`src/rtl/freelist_cp_pkg.sv`:
```
// Shared types and default sizes for the free-list checkpoint controller.
package freelist_cp_pkg;
    localparam int NUM_CP = 8;
    localparam int CP_LOG = 3;
    localparam int FL_LOG = 7;

    typedef enum logic {NORMAL, RECOVER} cp_state_t;

    typedef struct packed {
        logic              valid;
        logic              resolved;
        logic [FL_LOG-1:0] head;
    } cp_entry_t;
endpackage

```
`src/rtl/cp_younger_mask.sv`:
```
// Marks every slot younger than checkpoint cp_id (cp_id+1 .. tail_ptr-1, circular).
module cp_younger_mask #(
    parameter int NUM_CP = 8,
    parameter int CP_LOG = 3
) (
    input  logic [CP_LOG-1:0] head_ptr,
    input  logic [CP_LOG-1:0] tail_ptr,
    input  logic [CP_LOG-1:0] cp_id,
    output logic [NUM_CP-1:0] mask
);
    logic [CP_LOG-1:0] off_x;
    logic [CP_LOG-1:0] span;

    assign off_x = cp_id - head_ptr;
    // span is 0..NUM_CP-1; a full table (tail==head) still yields the right count
    assign span  = tail_ptr - cp_id - CP_LOG'(1);

    for (genvar i = 0; i < NUM_CP; i++) begin : g_slot
        logic [CP_LOG-1:0] off_i;
        logic [CP_LOG-1:0] dist_i;
        assign off_i   = CP_LOG'(i) - head_ptr;
        assign dist_i  = CP_LOG'(i) - cp_id;
        assign mask[i] = (off_i > off_x) && (dist_i <= span);
    end
endmodule

```
`src/rtl/freelist_checkpoint_ctrl.sv`:
```
// Branch checkpoint table for the speculative free list: allocate, verify/retire, mispredict restore.
// CP_RECOVER_BYPASS_EN: drive restored head and recovery flag combinationally in the mispredict cycle.
module freelist_checkpoint_ctrl #(
    parameter int NUM_CP = freelist_cp_pkg::NUM_CP,
    parameter int CP_LOG = freelist_cp_pkg::CP_LOG,
    parameter int FL_LOG = freelist_cp_pkg::FL_LOG
) (
    input  logic              clk,
    input  logic              reset,
    input  logic              recoverFlag_i,
    input  logic              stall_i,
    input  logic              cpAlloc_i,
    input  logic [FL_LOG-1:0] freeListHead_i,
    output logic              cpAllocAck_o,
    output logic [CP_LOG-1:0] cpId_o,
    output logic              cpFull_o,
    input  logic              ctrlVerified_i,
    input  logic              ctrlMispredict_i,
    input  logic [CP_LOG-1:0] ctrlCpId_i,
    output logic [FL_LOG-1:0] freeListHeadCp_o,
    output logic              flagRecoverEX_o,
    output logic [CP_LOG:0]   cpCount_o
);
    import freelist_cp_pkg::*;

    cp_entry_t [NUM_CP-1:0] slots_q;
    logic [CP_LOG-1:0]      head_ptr_q, tail_ptr_q;
    logic [CP_LOG:0]        count_q;
    cp_state_t              state_q, state_d;
    logic [FL_LOG-1:0]      head_cp_q;
    logic                   flag_q;
    logic [NUM_CP-1:0]      younger;
    logic [CP_LOG-1:0]      mp_dist;
    logic mp_valid, vf_hit, retire, alloc_blocked, ack;

    cp_younger_mask #(.NUM_CP(NUM_CP), .CP_LOG(CP_LOG)) u_mask (
        .head_ptr(head_ptr_q),
        .tail_ptr(tail_ptr_q),
        .cp_id   (ctrlCpId_i),
        .mask    (younger)
    );

    assign cpFull_o = (count_q == (CP_LOG+1)'(NUM_CP));
    assign mp_valid = ctrlVerified_i & ctrlMispredict_i & slots_q[ctrlCpId_i].valid & !recoverFlag_i;
    assign vf_hit   = ctrlVerified_i & !ctrlMispredict_i & slots_q[ctrlCpId_i].valid
                      & !slots_q[ctrlCpId_i].resolved;
    // A mispredict freezes retirement except when the mispredicted slot itself is the head
    assign retire   = slots_q[head_ptr_q].valid & slots_q[head_ptr_q].resolved
                      & (!mp_valid | (ctrlCpId_i == head_ptr_q));
    assign mp_dist  = ctrlCpId_i - head_ptr_q;
    assign ack      = cpAlloc_i & !stall_i & !cpFull_o & !alloc_blocked & !mp_valid
                      & !recoverFlag_i & !reset;

    assign cpAllocAck_o = ack;
    assign cpId_o       = tail_ptr_q;
    assign cpCount_o    = count_q;

`ifdef CP_RECOVER_BYPASS_EN
    assign freeListHeadCp_o = mp_valid ? slots_q[ctrlCpId_i].head : head_cp_q;
    assign flagRecoverEX_o  = mp_valid;
`else
    assign freeListHeadCp_o = head_cp_q;
    assign flagRecoverEX_o  = flag_q;
`endif

    always_ff @(posedge clk or posedge reset) begin
        if (reset) state_q <= NORMAL;
        else if (recoverFlag_i) state_q <= NORMAL;
        else state_q <= state_d;
    end

    always_comb begin
        state_d = NORMAL;
        if (mp_valid) state_d = RECOVER;
    end

    always_comb begin
        alloc_blocked = (state_q == RECOVER);
    end

    always_ff @(posedge clk or posedge reset) begin
        if (reset) begin
            slots_q    <= '0;
            head_ptr_q <= '0;
            tail_ptr_q <= '0;
            count_q    <= '0;
            head_cp_q  <= '0;
            flag_q     <= 1'b0;
        end else if (recoverFlag_i) begin
            slots_q    <= '0;
            head_ptr_q <= '0;
            tail_ptr_q <= '0;
            count_q    <= '0;
            head_cp_q  <= '0;
            flag_q     <= 1'b0;
        end else begin
            if (mp_valid) begin
                for (int i = 0; i < NUM_CP; i++) begin
                    if (younger[i]) begin
                        slots_q[i].valid    <= 1'b0;
                        slots_q[i].resolved <= 1'b0;
                    end
                end
                slots_q[ctrlCpId_i].resolved <= 1'b1;
                tail_ptr_q <= ctrlCpId_i + CP_LOG'(1);
                count_q    <= {1'b0, mp_dist} + (CP_LOG+1)'(1) - (CP_LOG+1)'(retire);
                head_cp_q  <= slots_q[ctrlCpId_i].head;
                flag_q     <= 1'b1;
            end else begin
                flag_q <= 1'b0;
                if (vf_hit) slots_q[ctrlCpId_i].resolved <= 1'b1;
                if (ack) begin
                    slots_q[tail_ptr_q].valid    <= 1'b1;
                    slots_q[tail_ptr_q].resolved <= 1'b0;
                    slots_q[tail_ptr_q].head     <= freeListHead_i;
                    tail_ptr_q <= tail_ptr_q + CP_LOG'(1);
                end
                count_q <= count_q + (CP_LOG+1)'(ack) - (CP_LOG+1)'(retire);
            end
            // Placed last so retiring the mispredicted head slot wins over setting resolved
            if (retire) begin
                slots_q[head_ptr_q].valid    <= 1'b0;
                slots_q[head_ptr_q].resolved <= 1'b0;
                head_ptr_q <= head_ptr_q + CP_LOG'(1);
            end
        end
    end
endmodule

```
`config.mk`:
```
export PLATFORM = sky130hd
export DESIGN_NAME = freelist_checkpoint_ctrl
export DESIGN_NICKNAME = d
export VERILOG_FILES = /design/src/rtl/freelist_cp_pkg.sv /design/src/rtl/cp_younger_mask.sv /design/src/rtl/freelist_checkpoint_ctrl.sv
export SDC_FILE = /design/constraint.sdc
export NUM_CORES = 1
export LEC_CHECK = 0
export ABC_CLOCK_PERIOD_IN_PS = 6500
export BUFFER_PORTS_ARGS = -buffer_cell sky130_fd_sc_hd__buf_2
export CAP_MARGIN = 20
export CELL_PAD_IN_SITES_DETAIL_PLACEMENT = 0
export CELL_PAD_IN_SITES_GLOBAL_PLACEMENT = 1
export CORE_MARGIN = 4
export CORE_UTILIZATION = 52
export CTS_CLUSTER_SIZE = 8
export DETAILED_ROUTE_END_ITERATION = 8
export GPL_TIMING_DRIVEN = 0
export PLACE_DENSITY = 0.92
export RECOVER_POWER = 50
export SKIP_CTS_REPAIR_TIMING = 1
export SLEW_MARGIN = 40
export SYNTH_ARGS = -nofsm -noshare
export SYNTH_HDL_FRONTEND = slang
export SYNTH_SLANG_ARGS = --single-unit
```
`constraint.sdc`:
```
create_clock -name clk -period 6.5 [get_ports clk]
set_input_delay 1.95 -clock clk [delete_from_list [all_inputs] [get_ports clk]]
set_output_delay 1.95 -clock clk [all_outputs]
set_load 0.005 [all_outputs]
```
==> flow_metrics.py <==
metrics = {
    "synthesis": {
        "netlist_area_mm2": 0.00602,
        "synth_nets": 681,
        "synthAdderAreaFrac_pct": 10.3,
        "syn-instance-count": 620,
        "ys_warn_count": 0,
        "synthSimpleGateAreaFrac_pct": 19.5,
        "ys_seq_elements": 90,
        "syn_area_per_cell_um2": 9.71,
        "synth_compound_area_share_pct": 14.7,
        "yosysSeqAreaShare_pct": 37.4,
        "synth_edf_count": 0,
        "yosys_most_used_dff": "dfrtp_1",
        "async_flop_share_pct": 100,
        "synth_xor_area_share_pct": 2.33,
        "synth_cell_types": 68,
        "synthMuxAreaShare_pct": 11.0,
        "synth_top_family_by_area": "simple AND/OR/NAND/NOR gates",
    },
    "status": {
        "status": "finished, violations left",
        "failed_checks": "capacitance limit, slew limit",
    },
    "power_and_ir_drop": {
        "leakage_nw": 2.94,
        "power_density_mw_per_mm2": 200,
        "max-vdd-ir-drop_mv": 0.126,
    },
    "clock_network": {
        "clock_path_buffers": 2,
        "clk_latency_ps": 350,
        "cts_buffers": 9,
        "cts_root_buffer": "clkbuf_16",
        "path_clk_slew_ps": 70,
        "cts_max_level": 3,
        "cts_sinks": 90,
        "cts_tree": "done",
    },
    "die": {
        "initial_core_util_pct": 53.0,
        "die_h_um": 116,
        "io_pins": 34,
        "rows": 39,
        "fp.dieArea_mm2": 0.0134,
        "die_w_um": 116,
        "core_area_mm2": 0.0114,
    },
    "hold_path": {
        "hold_path_class": "reg -> reg",
    },
    "drt": {
        "drt_iter0_drc": 398,
        "num_vias": 4938,
        "ant_nets": 0,
        "drt-vias-per-instance": 6.07,
        "wl_per_cell_um": 20.4,
        "first_pass_iters": 4,
        "drt_wl_total_um": 16600,
        "drcViolationCount": 0,
    },
    "sta": {
        "skew_ps": 12.2,
        "rsz0062_at_grt": "false",
        "min_period_ps": 5860,
        "maxSlewViolCount": 93,
        "slew_headroom_pct": -57.5,
        "final.period_utilization_pct": 90.2,
        "worst_pin_slew_ps": 2360,
        "tns_ps": 0,
        "hold_viol": 0,
        "setup_viol": 0,
        "fmaxAchievable_ghz": 0.171,
    },
    "global_route": {
        "grt_overflow": 0,
        "grt_pass1_wl_um": 26400,
        "grt_pass1_vias": 5012,
        "grt_antenna_before_repair": 0,
        "grt_max_degree": 49,
        "grt.total_usage_pct": 25.6,
    },
    "final_layout": {
        "final_nets": 726,
        "diodes": 0,
        "synthToLayoutAreaGrowth_pct": 11.7,
        "post-route-util_pct": 59.2,
        "drive_above_1_share_pct": 15.2,
    },
    "critical_path": {
        "path_cells": "buf_2 -> buf_2 -> buf_4 -> buf_1 -> inv_1 -> ha_1 -> inv_1 -> fa_1 -> xnor2_1 -> xnor2_1 -> ha_1 -> a32oi_1 -> nand4_1 -> a211oi_1 -> nor4_1",
        "cp.arrival_ps": 6080,
        "crit_path_end_kind": "flip-flop",
        "crit_start": "ctrlCpId_i[0]",
        "reg2reg_from": "head_ptr_q[1]",
        "rr_worst_depth": 10,
        "cp-start-kind": "input port",
        "cp_slowest_cell": "xnor2_1",
        "required_ps": 6710,
        "r2r_end": "slots_q[25]",
        "worst-setup-path-type": "in -> reg",
        "worstSetupEndpoint": "slots_q[25]",
        "ff2ff_setup_slack_ps": 2840,
        "max_stage_delay_ps": 630,
        "crit_fanout": 10,
    },
    "place": {
        "portBuffers": 33,
        "hpwl_um": 12200,
        "place_congestion": 0.929,
    },
    "job": {
        "drv_cap": 2,
    },
}
-- report_power, final --
part	internal (mW)	leakage, nW	switching, mW
clock network	0.310	0.157	0.241
registers	0.570	1.25	0.00980
logic	0.0844	1.53	0.131
total	0.964	2.94	0.381
-- through the flow --
step / instances / hold WS (ps) / worst slack (ps) / total power [mW] / cell area, um2
2_1_floorplan: 620 / 501 / 1320 / 0.734 / 6020
5_1_grt: 813 / 569 / 456 / 1.40 / 6730
3_5_place_dp: 797 / 526 / 390 / 0.805 / 6430
6_report: 813 / 532 / 636 / 1.35 / 6730
3_3_place_gp: 796 / 526 / 434 / 0.792 / 6370
4_1_cts: 813 / 540 / 732 / 1.35 / 6750
-- Yosys cell counts (all sizes together), types with 15 or more instances --
library cell | n | area share (%)
dfrtp | 90 | 37
nand2 | 66 | 4.1
o21ai | 55 | 4.6
nand2b | 46 | 4.9
ha | 41 | 8.5
inv | 34 | 2.1
nor2 | 29 | 1.8
nor2b | 26 | 2.7
a21oi | 20 | 1.7
clkbuf | 18 | 1.1
buf | 17 | 1.5
a211oi | 15 | 2.0
mux2 | 15 | 3.2
mux2i | 15 | 2.5
-- routing by layer --
| layer | vias to the layer above | track usage (%) | share of wire, % |
|---|---|---|---|
| met5 | - | 0 | 0 |
| met4 | 0 | 10.2 | 3.4 |
| met3 | 36 | 3.03 | 4.4 |
| met2 | 173 | 43.6 | 50 |
| met1 | 2434 | 33.5 | 42 |
| li1 | 2295 | - | - |
-- final cells by class --
type,instances,area [um2]
multi-input combinational,461,3530
clock inverter,7,95.1
timing repair buffer,34,161
tap,143,179
fill,961,4640
clock buffer,9,225
buffer,35,158
inverter,34,129
sequential,90,2250
-- placed cells by master (no fill, tap or decap), types with 7 or more instances in the layout --
cell type,n
nor2b_1,26
nor2_1,29
nand2_1,66
mux4_2,14
a211oi_1,13
nand2b_1,45
o21ai_0,54
clkbuf_16,9
xor2_1,7
mux2i_1,15
a31oi_1,10
xnor2_1,9
ha_1,41
buf_2,38
clkbuf_1,25
nand3_1,9
a21oi_1,20
inv_1,33
mux2_2,8
dfrtp_1,90
mux2_4,7
-- worst min-delay path by stage --
stage / depth (start not counted) / startpoint / endpoint
3_3_place_gp: 2 / slots_q[31] / slots_q[31]
5_1_grt: 2 / slots_q[69] / slots_q[69]
4_1_cts: 2 / slots_q[69] / slots_q[69]
2_1_floorplan: 2 / slots_q[69] / slots_q[69]
3_5_place_dp: 2 / slots_q[69] / slots_q[69]
6_report: 2 / slots_q[69] / slots_q[69]
-- logic make-up (layout without fill, tap and decap cells) --
family,Yosys count,in the layout
buffers and inverters,69,119
muxes,44,44
and+or+nand+nor,212,212
AOI/OAI and AO/OA,140,140
adders and majority gates,49,49
xor gates and xnor gates,16,16
DFF,90,90
-- flip-flops by register name (all words and copies together) (netlist names) --
signal	count
freeListHeadCp_o	7
head_ptr_q	3
flagRecoverEX_o	1
cpCount_o	4
slots_q	72
cpId_o	3
-- critical path: cells and delay by family --
family	cells	cell delay (ps)
AO/OA/AOI/OAI	2	560
XOR/XNOR	2	850
adder cells (fa/ha/maj)	3	950
buffers and inverters	6	1440
AND/OR/NAND/NOR	2	310
Note: power is estimated with default switching activity, not from simulation.
